===== src/rtl/regfile_sb.sv =====
// Register file with per-register busy scoreboard for RAW hazard detection.
// Reads are combinational and can take same-cycle writeback data through the bypass path.
module regfile_sb #(
    parameter int XLEN     = 32,
    parameter int AW       = 5,
    parameter int NRP      = 2,
    parameter int ZERO_REG = 1,
    parameter int BYPASS   = 1
) (
    input  logic                clk,
    input  logic                rst,
    input  logic [NRP*AW-1:0]   rd_addr,
    output logic [NRP*XLEN-1:0] rd_data,
    output logic [NRP-1:0]      rd_busy,
    input  logic                wr_en,
    input  logic [AW-1:0]       wr_addr,
    input  logic [XLEN-1:0]     wr_data,
    input  logic                iss_en,
    input  logic [AW-1:0]       iss_addr,
    input  logic                flush,
    output logic [AW:0]         busy_cnt,
    input  logic [AW-1:0]       debug_addr,
    output logic [XLEN-1:0]     debug_data
);

    localparam int DEPTH = 2 ** AW;

    logic [XLEN-1:0]  r_mem [DEPTH];
    logic [DEPTH-1:0] r_busy;
    logic [AW:0]      r_cnt;

    logic             w_wr_q;
    logic             w_iss_q;
    logic             w_inc;
    logic             w_dec;
    logic [DEPTH-1:0] w_busy_nxt;

    // Register 0 swallows writes and issues when it is hardwired to zero.
    assign w_wr_q  = wr_en  && !((ZERO_REG != 0) && (wr_addr  == '0));
    assign w_iss_q = iss_en && !((ZERO_REG != 0) && (iss_addr == '0));

    always_ff @(posedge clk or posedge rst) begin
        if (rst) begin
            for (int r = 0; r < DEPTH; r++) r_mem[r] <= '0;
        end else if (w_wr_q) begin
            r_mem[wr_addr] <= wr_data;
        end
    end

    // Issue is applied after the writeback clear so a newer producer wins the race.
    always_comb begin
        w_busy_nxt = r_busy;
        if (flush) begin
            w_busy_nxt = '0;
        end else begin
            if (w_wr_q)  w_busy_nxt[wr_addr]  = 1'b0;
            if (w_iss_q) w_busy_nxt[iss_addr] = 1'b1;
        end
    end

    always_ff @(posedge clk or posedge rst) begin
        if (rst) r_busy <= '0;
        else     r_busy <= w_busy_nxt;
    end

    // At most one set and one clear per cycle, so the count moves by -1/0/+1.
    assign w_inc = !flush && w_iss_q && !r_busy[iss_addr];
    assign w_dec = !flush && w_wr_q && r_busy[wr_addr] &&
                   !(w_iss_q && (iss_addr == wr_addr));

    always_ff @(posedge clk or posedge rst) begin
        if (rst)                  r_cnt <= '0;
        else if (flush)           r_cnt <= '0;
        else if (w_inc && !w_dec) r_cnt <= r_cnt + (AW+1)'(1);
        else if (w_dec && !w_inc) r_cnt <= r_cnt - (AW+1)'(1);
    end

    assign busy_cnt = r_cnt;

    always_comb begin
        rd_data = '0;
        rd_busy = '0;
        for (int k = 0; k < NRP; k++) begin
            if ((ZERO_REG != 0) && (rd_addr[k*AW +: AW] == '0)) begin
                rd_data[k*XLEN +: XLEN] = '0;
                rd_busy[k]              = 1'b0;
            end else if ((BYPASS != 0) && w_wr_q && (wr_addr == rd_addr[k*AW +: AW])) begin
                rd_data[k*XLEN +: XLEN] = wr_data;
                rd_busy[k]              = 1'b0;
            end else begin
                rd_data[k*XLEN +: XLEN] = r_mem[rd_addr[k*AW +: AW]];
                rd_busy[k]              = r_busy[rd_addr[k*AW +: AW]];
            end
        end
    end

    assign debug_data = r_mem[debug_addr];

endmodule


===== config.mk =====
export PLATFORM = sky130hd
export DESIGN_NAME = regfile_sb
export DESIGN_NICKNAME = d
export VERILOG_FILES = /design/src/rtl/regfile_sb.sv
export SDC_FILE = /design/constraint.sdc
export NUM_CORES = 2
export LEC_CHECK = 0
export CAP_MARGIN = 20
export CORE_ASPECT_RATIO = 0.75
export CORE_MARGIN = 1.5
export CORE_UTILIZATION = 25
export CTS_CLUSTER_SIZE = 16
export DETAILED_ROUTE_END_ITERATION = 8
export GPL_ROUTABILITY_DRIVEN = 1
export PLACE_DENSITY_LB_ADDON = 0.15
export SYNTH_ARGS = -nofsm -noshare
export SYNTH_HDL_FRONTEND = slang
export SYNTH_SLANG_ARGS = --single-unit

===== constraint.sdc =====
create_clock -name clk -period 68.2 [get_ports clk]
set_input_delay 6.82 -clock clk [delete_from_list [all_inputs] [get_ports clk]]
set_output_delay 6.82 -clock clk [all_outputs]
set_load 0.02 [all_outputs]

# Yosys cells after proc, flatten, opt, wreduce, memory -nomap -nowiden
# Cells that the tools add are included.
[classes]
div = 0
reduce_logical = 27
shift = 0
mul = 0
addsub = 2
n_bitwise = 7
n_eq_ne = 3
magnitude_cmp = 11
mux = 39
[op_table]
columns = ["operator", "count"]
rows = [
  ["$bwmux W1024", 1],
  ["$bmux W32 S5", 3],
  ["$mux W32", 15],
  ["$demux W32 S5", 1],
  ["$and A32 B32 Y32", 1],
  ["$not A32 Y32", 1],
  ["$or A32 B32 Y32", 1],
  ["$ge A6 B6 Y1 const B", 4],
  ["$lt A5 B6 Y1 const B", 4],
  ["$not A5 Y6", 4],
  ["$bmux W1 S5", 4],
  ["$logic_not A5 Y1", 4],
  ["$mux W6", 3],
  ["$eq A5 B5 Y1", 3],
  ["$logic_and A1 B1 Y1", 15],
  ["$demux W1 S5", 2],
  ["$ge A5 B1 Y1 const B", 2],
  ["$mux W1", 10],
  ["$logic_not A1 Y1", 7],
  ["$add A6 B1 Y6 const B", 1],
  ["$lt A6 B1 Y1 const B", 1],
  ["$sub A6 B1 Y6 const B", 1],
  ["$reduce_bool A3 Y1", 1],
]
[totals]
output_inout_bits = 104
reg_bits = 1062
mem_count = 0
ramBits = 0
latch_bits = 0
wordCells = 123
romBits = 0

# Depth between registers and ports, before layout
[logic_depth]
depth_word = 11
depth_mapped = 14
ltp_nobuf = 12

# Worst setup path before layout
# Ideal clock, no wire load.
[synth_timing]
path_type = "input -> output"
startpoint = "input port debug_addr[0]"
endpoint = "output port debug_data[0]"
slack_ns = 52.279
t_arrival_ns = 9.101
required_ns = 61.380
path_buffers = 3
path_stages = 6
cell_sequence = "clkbuf_1 buf_2 buf_1 mux4_2 mux4_2 mux2_2"
[synth_via]
elab_chain_cells = 4
[synth_rtl]
columns = ["element", "line", "rtl"]
rows = [
  ["start: declaration", "22", "input logic [AW-1:0] debug_addr,"],
  ["$not A5 Y6 (implied by the code)", "97", "assign debug_data = r_mem[debug_addr];"],
  ["$bmux W32 S5", "97", ""],
  ["$mux W32 (implied by the code) (2 in series)", "97", ""],
  ["end: declaration", "23", "output logic [XLEN-1:0] debug_data"],
]
# No other way between the ends. The select of a mux whose other input is x is not followed.

# Worst setup path after layout
[layout_timing]
startpoint = "input port rd_addr[5]"
endpoint = "output port rd_busy[1]"
[layout_via]
elab_chain_cells = 4
word_cells_on_any_way = 7
classes_between = "1 x eq/ne; 4 x mux; 2 x reduce/logical"
[layout_rtl]
columns = ["element", "line", "rtl"]
rows = [
  ["start: declaration", "12", "input logic [NRP*AW-1:0] rd_addr,"],
  ["$bmux W1 S5 or $eq A5 B5 Y1 (tied branches)", "92, 87", ""],
  ["$mux W1 (implied by the code) or $logic_and A1 B1 Y1 (tied branches)", "92, 87", ""],
  ["$mux W1", "87", "end else if ((BYPASS != 0) && w_wr_q && (wr_addr == rd_addr[k*AW +: AW])) begin"],
  ["$mux W1 (*)", "84", "if ((ZERO_REG != 0) && (rd_addr[k*AW +: AW] == '0)) begin"],
  ["end: declaration", "14", "output logic [NRP-1:0] rd_busy,"],
]
# Every way passes the cells marked *; elsewhere a longest branch is shown, timed or not. The select of a mux whose other input is x is not followed.

==> impl_metrics.ini <==
[finish]
final_cell_mix = dfrtp_1 (1062), mux2_2 (1029), mux4_2 (989), clkdlybuf4s50_1 (148), clkbuf_16 (139)
area_growth_pct = 15.3
drive_gt1_share_pct = 59.6
final_core_util_pct = 29.0
n_fill_cell = 25700
final_cell_count_no_fill = 7527
nets = 4038
layout_commonest_cell = dfrtp_1

[worst_setup_path]
crit_fanout = 63
endpoint_kind = output port
cp.required_ns = 61.38
crit_type = input pin to output port
critPathArrivalTime_ns = 12.32
start_kind = input pin

[logic_synthesis]
syn-instance-count = 4017
syn_area_per_cell_um2 = 16.2
synth-seq-cells = 1062
yosys.area_share.simple_pct = 1.55
synth_flop_cell = dfrtp_1
synth_mux_area_share_pct = 53.1
ys_seq_area_share_pct = 40.7
ys_types = 55
synth_warnings = 0
synth_top_family_by_area = multiplexers
synth_compound_area_share_pct = 1.09
netlist_area_um2 = 65300
async_reset_ff_share_pct = 100
synth-edff-count = 0
syn_nets = 4084
synthAdderAreaFrac_pct = 0.107
synthXorXnorAreaFrac_pct = 0.242

[timing]
fin_crit_ns = 19.14
finClkSkew_ns = 0.0148
finalCritPeriodShare_pct = 28.1
rsz0062_at_grt = no
worst_slew_pin_slew_ns = 1.21
setup_viol = 0
relSlewSlack_pct = 19.2
finalHoldViolCount = 0
slew_violations = 0
tns_ns = 0
fmax_mhz = 52.3

[clock_network]
root_buffer = clkbuf_16
numCtsBuffers = 138
cts_buffer_depth = 3
ctsResizeCount = 0
cts_setup_buffers = 0
clkLatencyLatePin_ns = 0.79
cts_tree = done
cts_num_sinks = 1062
clk_pin_slew_ns = 0.06
htree_num_levels = 4
postCtsHoldBufs = 0

[drt]
wire_per_inst_um = 34.8
postRouteAntennaNets = 0
route.detailed.drc = 0
drt_pass1_iterations = 5
vias = 41000
vias_per_cell = 5.44
drt_iter0_markers = 3162
drt-total-wl_mm = 262

[place]
dp_cells = 7272
port-buffer-count = 165
place_congestion = 0.778
dp_hpwl_mm = 151

[floorplanning]
core_um2 = 260000
fp.dieH_um = 445
dieArea_um2 = 264000
ios = 166
die_w_um = 593
num_rows = 162
start_util_pct = 25.1

[outcome]
outcome = finished, final reports clean

[grt]
grt_pass1_vias = 42500
grt_pass1_wl_mm = 368
track_usage_pct = 19.9
antenna_found_initial = 11
overflow = 0
grt_max_degree = 151

[run]
drv_cap = 0

[power]
cellLeakagePower_nw = 30.0
powerDensity_nw_per_um2 = 29.1
ir_worst_vdd_uv = 27.9

[hold_path]
min_path_type = flip-flop to flip-flop
[cells in the mapped netlist, drive strengths merged (5+ instances only)]
| master | instances | area [µm²] |
|---|---|---|
| dfrtp | 1062 | 26600 |
| mux2 | 1032 | 11600 |
| mux4 | 990 | 22300 |
| clkbuf | 309 | 1160 |
| buf | 182 | 842 |
| nand2 | 79 | 297 |
| mux2i | 74 | 741 |
| o21ai | 70 | 354 |
| nor2 | 59 | 221 |
| a21oi | 23 | 115 |
| inv | 15 | 56.3 |
| nand3b | 14 | 105 |
| xnor2 | 13 | 114 |
| nand3 | 11 | 55.1 |
| o32ai | 9 | 78.8 |
| a22oi | 7 | 52.6 |
| nand2b | 6 | 37.5 |
| nor2b | 6 | 37.5 |
| nor3 | 6 | 30.0 |
| xor2 | 5 | 43.8 |
[final timing paths]
kind / cells after the start / to / slack, ns / from
min in group asynchronous: 2 / r_mem[42] / 6.63 / rst
max in group asynchronous: 6 / r_mem[852] / 57.75 / rst
setup / recovery: 10 / rd_busy[1] / 49.06 / rd_addr[5]
hold / removal: 0 / r_mem[995] / 0.41 / r_mem[995]
setup reg to reg: 11 / busy_cnt[5] / 64.79 / r_busy[14]
hold reg to reg: 0 / r_mem[995] / 0.41 / r_mem[995]
[layout make-up]
type	count	area (µm²)	area share [%]
diodes	5	12.5	0.0166
clock inverters	36	489	0.650
multi-input cells	2449	36900	49.0
flip-flops and latches	1062	26600	35.3
clock buffers	211	4070	5.41
inverters	15	63.8	0.0848
repair buffers	305	2850	3.79
well taps	3444	4310	5.73
[stage by stage]
step	hold WS (ns)	setup slack, ns	power (mW)	area [µm²]
floorplan	0.458	31.49	1.24	65300
global placement	0.399	48.82	1.45	70500
detailed placement	0.402	48.81	1.45	70600
CTS	0.415	48.79	2.22	75200
global route	0.428	48.68	2.29	75200
finish	0.414	49.06	2.19	75200
[power by group]
part | leakage, nW | internal [mW] | switching (mW)
Sequential | 13.7 | 0.748 | 0.113
Combinational | 14.1 | 0.337 | 0.242
Clock | 2.22 | 0.439 | 0.310
Total | 30.0 | 1.52 | 0.665
[metal layers]
metal / part of all wire, % / up-vias / routed length, µm / global-route usage (%)
li1: - / 16200 / - / -
met1: 45 / 23400 / 117000 / 27.5
met3: 3.8 / 298 / 9900 / 2.57
met4: 2.3 / 2 / 6020 / 4.75
met2: 49 / 1058 / 128000 / 33.2
met5: 0.0027 / - / 7 / 0
[kinds of logic after synthesis]
| group | count (synthesis) |
|---|---|
| and+or+nand+nor | 208 |
| buffers and inverters | 506 |
| AOI/OAI and AO/OA | 122 |
| DFF | 1062 |
| xor gates and xnor gates | 18 |
| adders and majority gates | 5 |
| muxes | 2096 |
[registers in the layout (all words and copies together), names as in the netlist]
| name | cells |
|---|---|
| r_busy | 32 |
| busy_cnt | 6 |
| r_mem | 1024 |
[worst max-delay path, cell delays in order]
cell	delay (ns)
buf_8	0.57
buf_4	0.66
buf_4	0.71
buf_4	0.76
mux4_2	0.62
mux4_2	0.46
mux2i_1	0.56
buf_4	0.26
nor2_1	0.09
clkdlybuf4s50_1	0.61
Note: power is estimated with default switching activity, not from simulation.
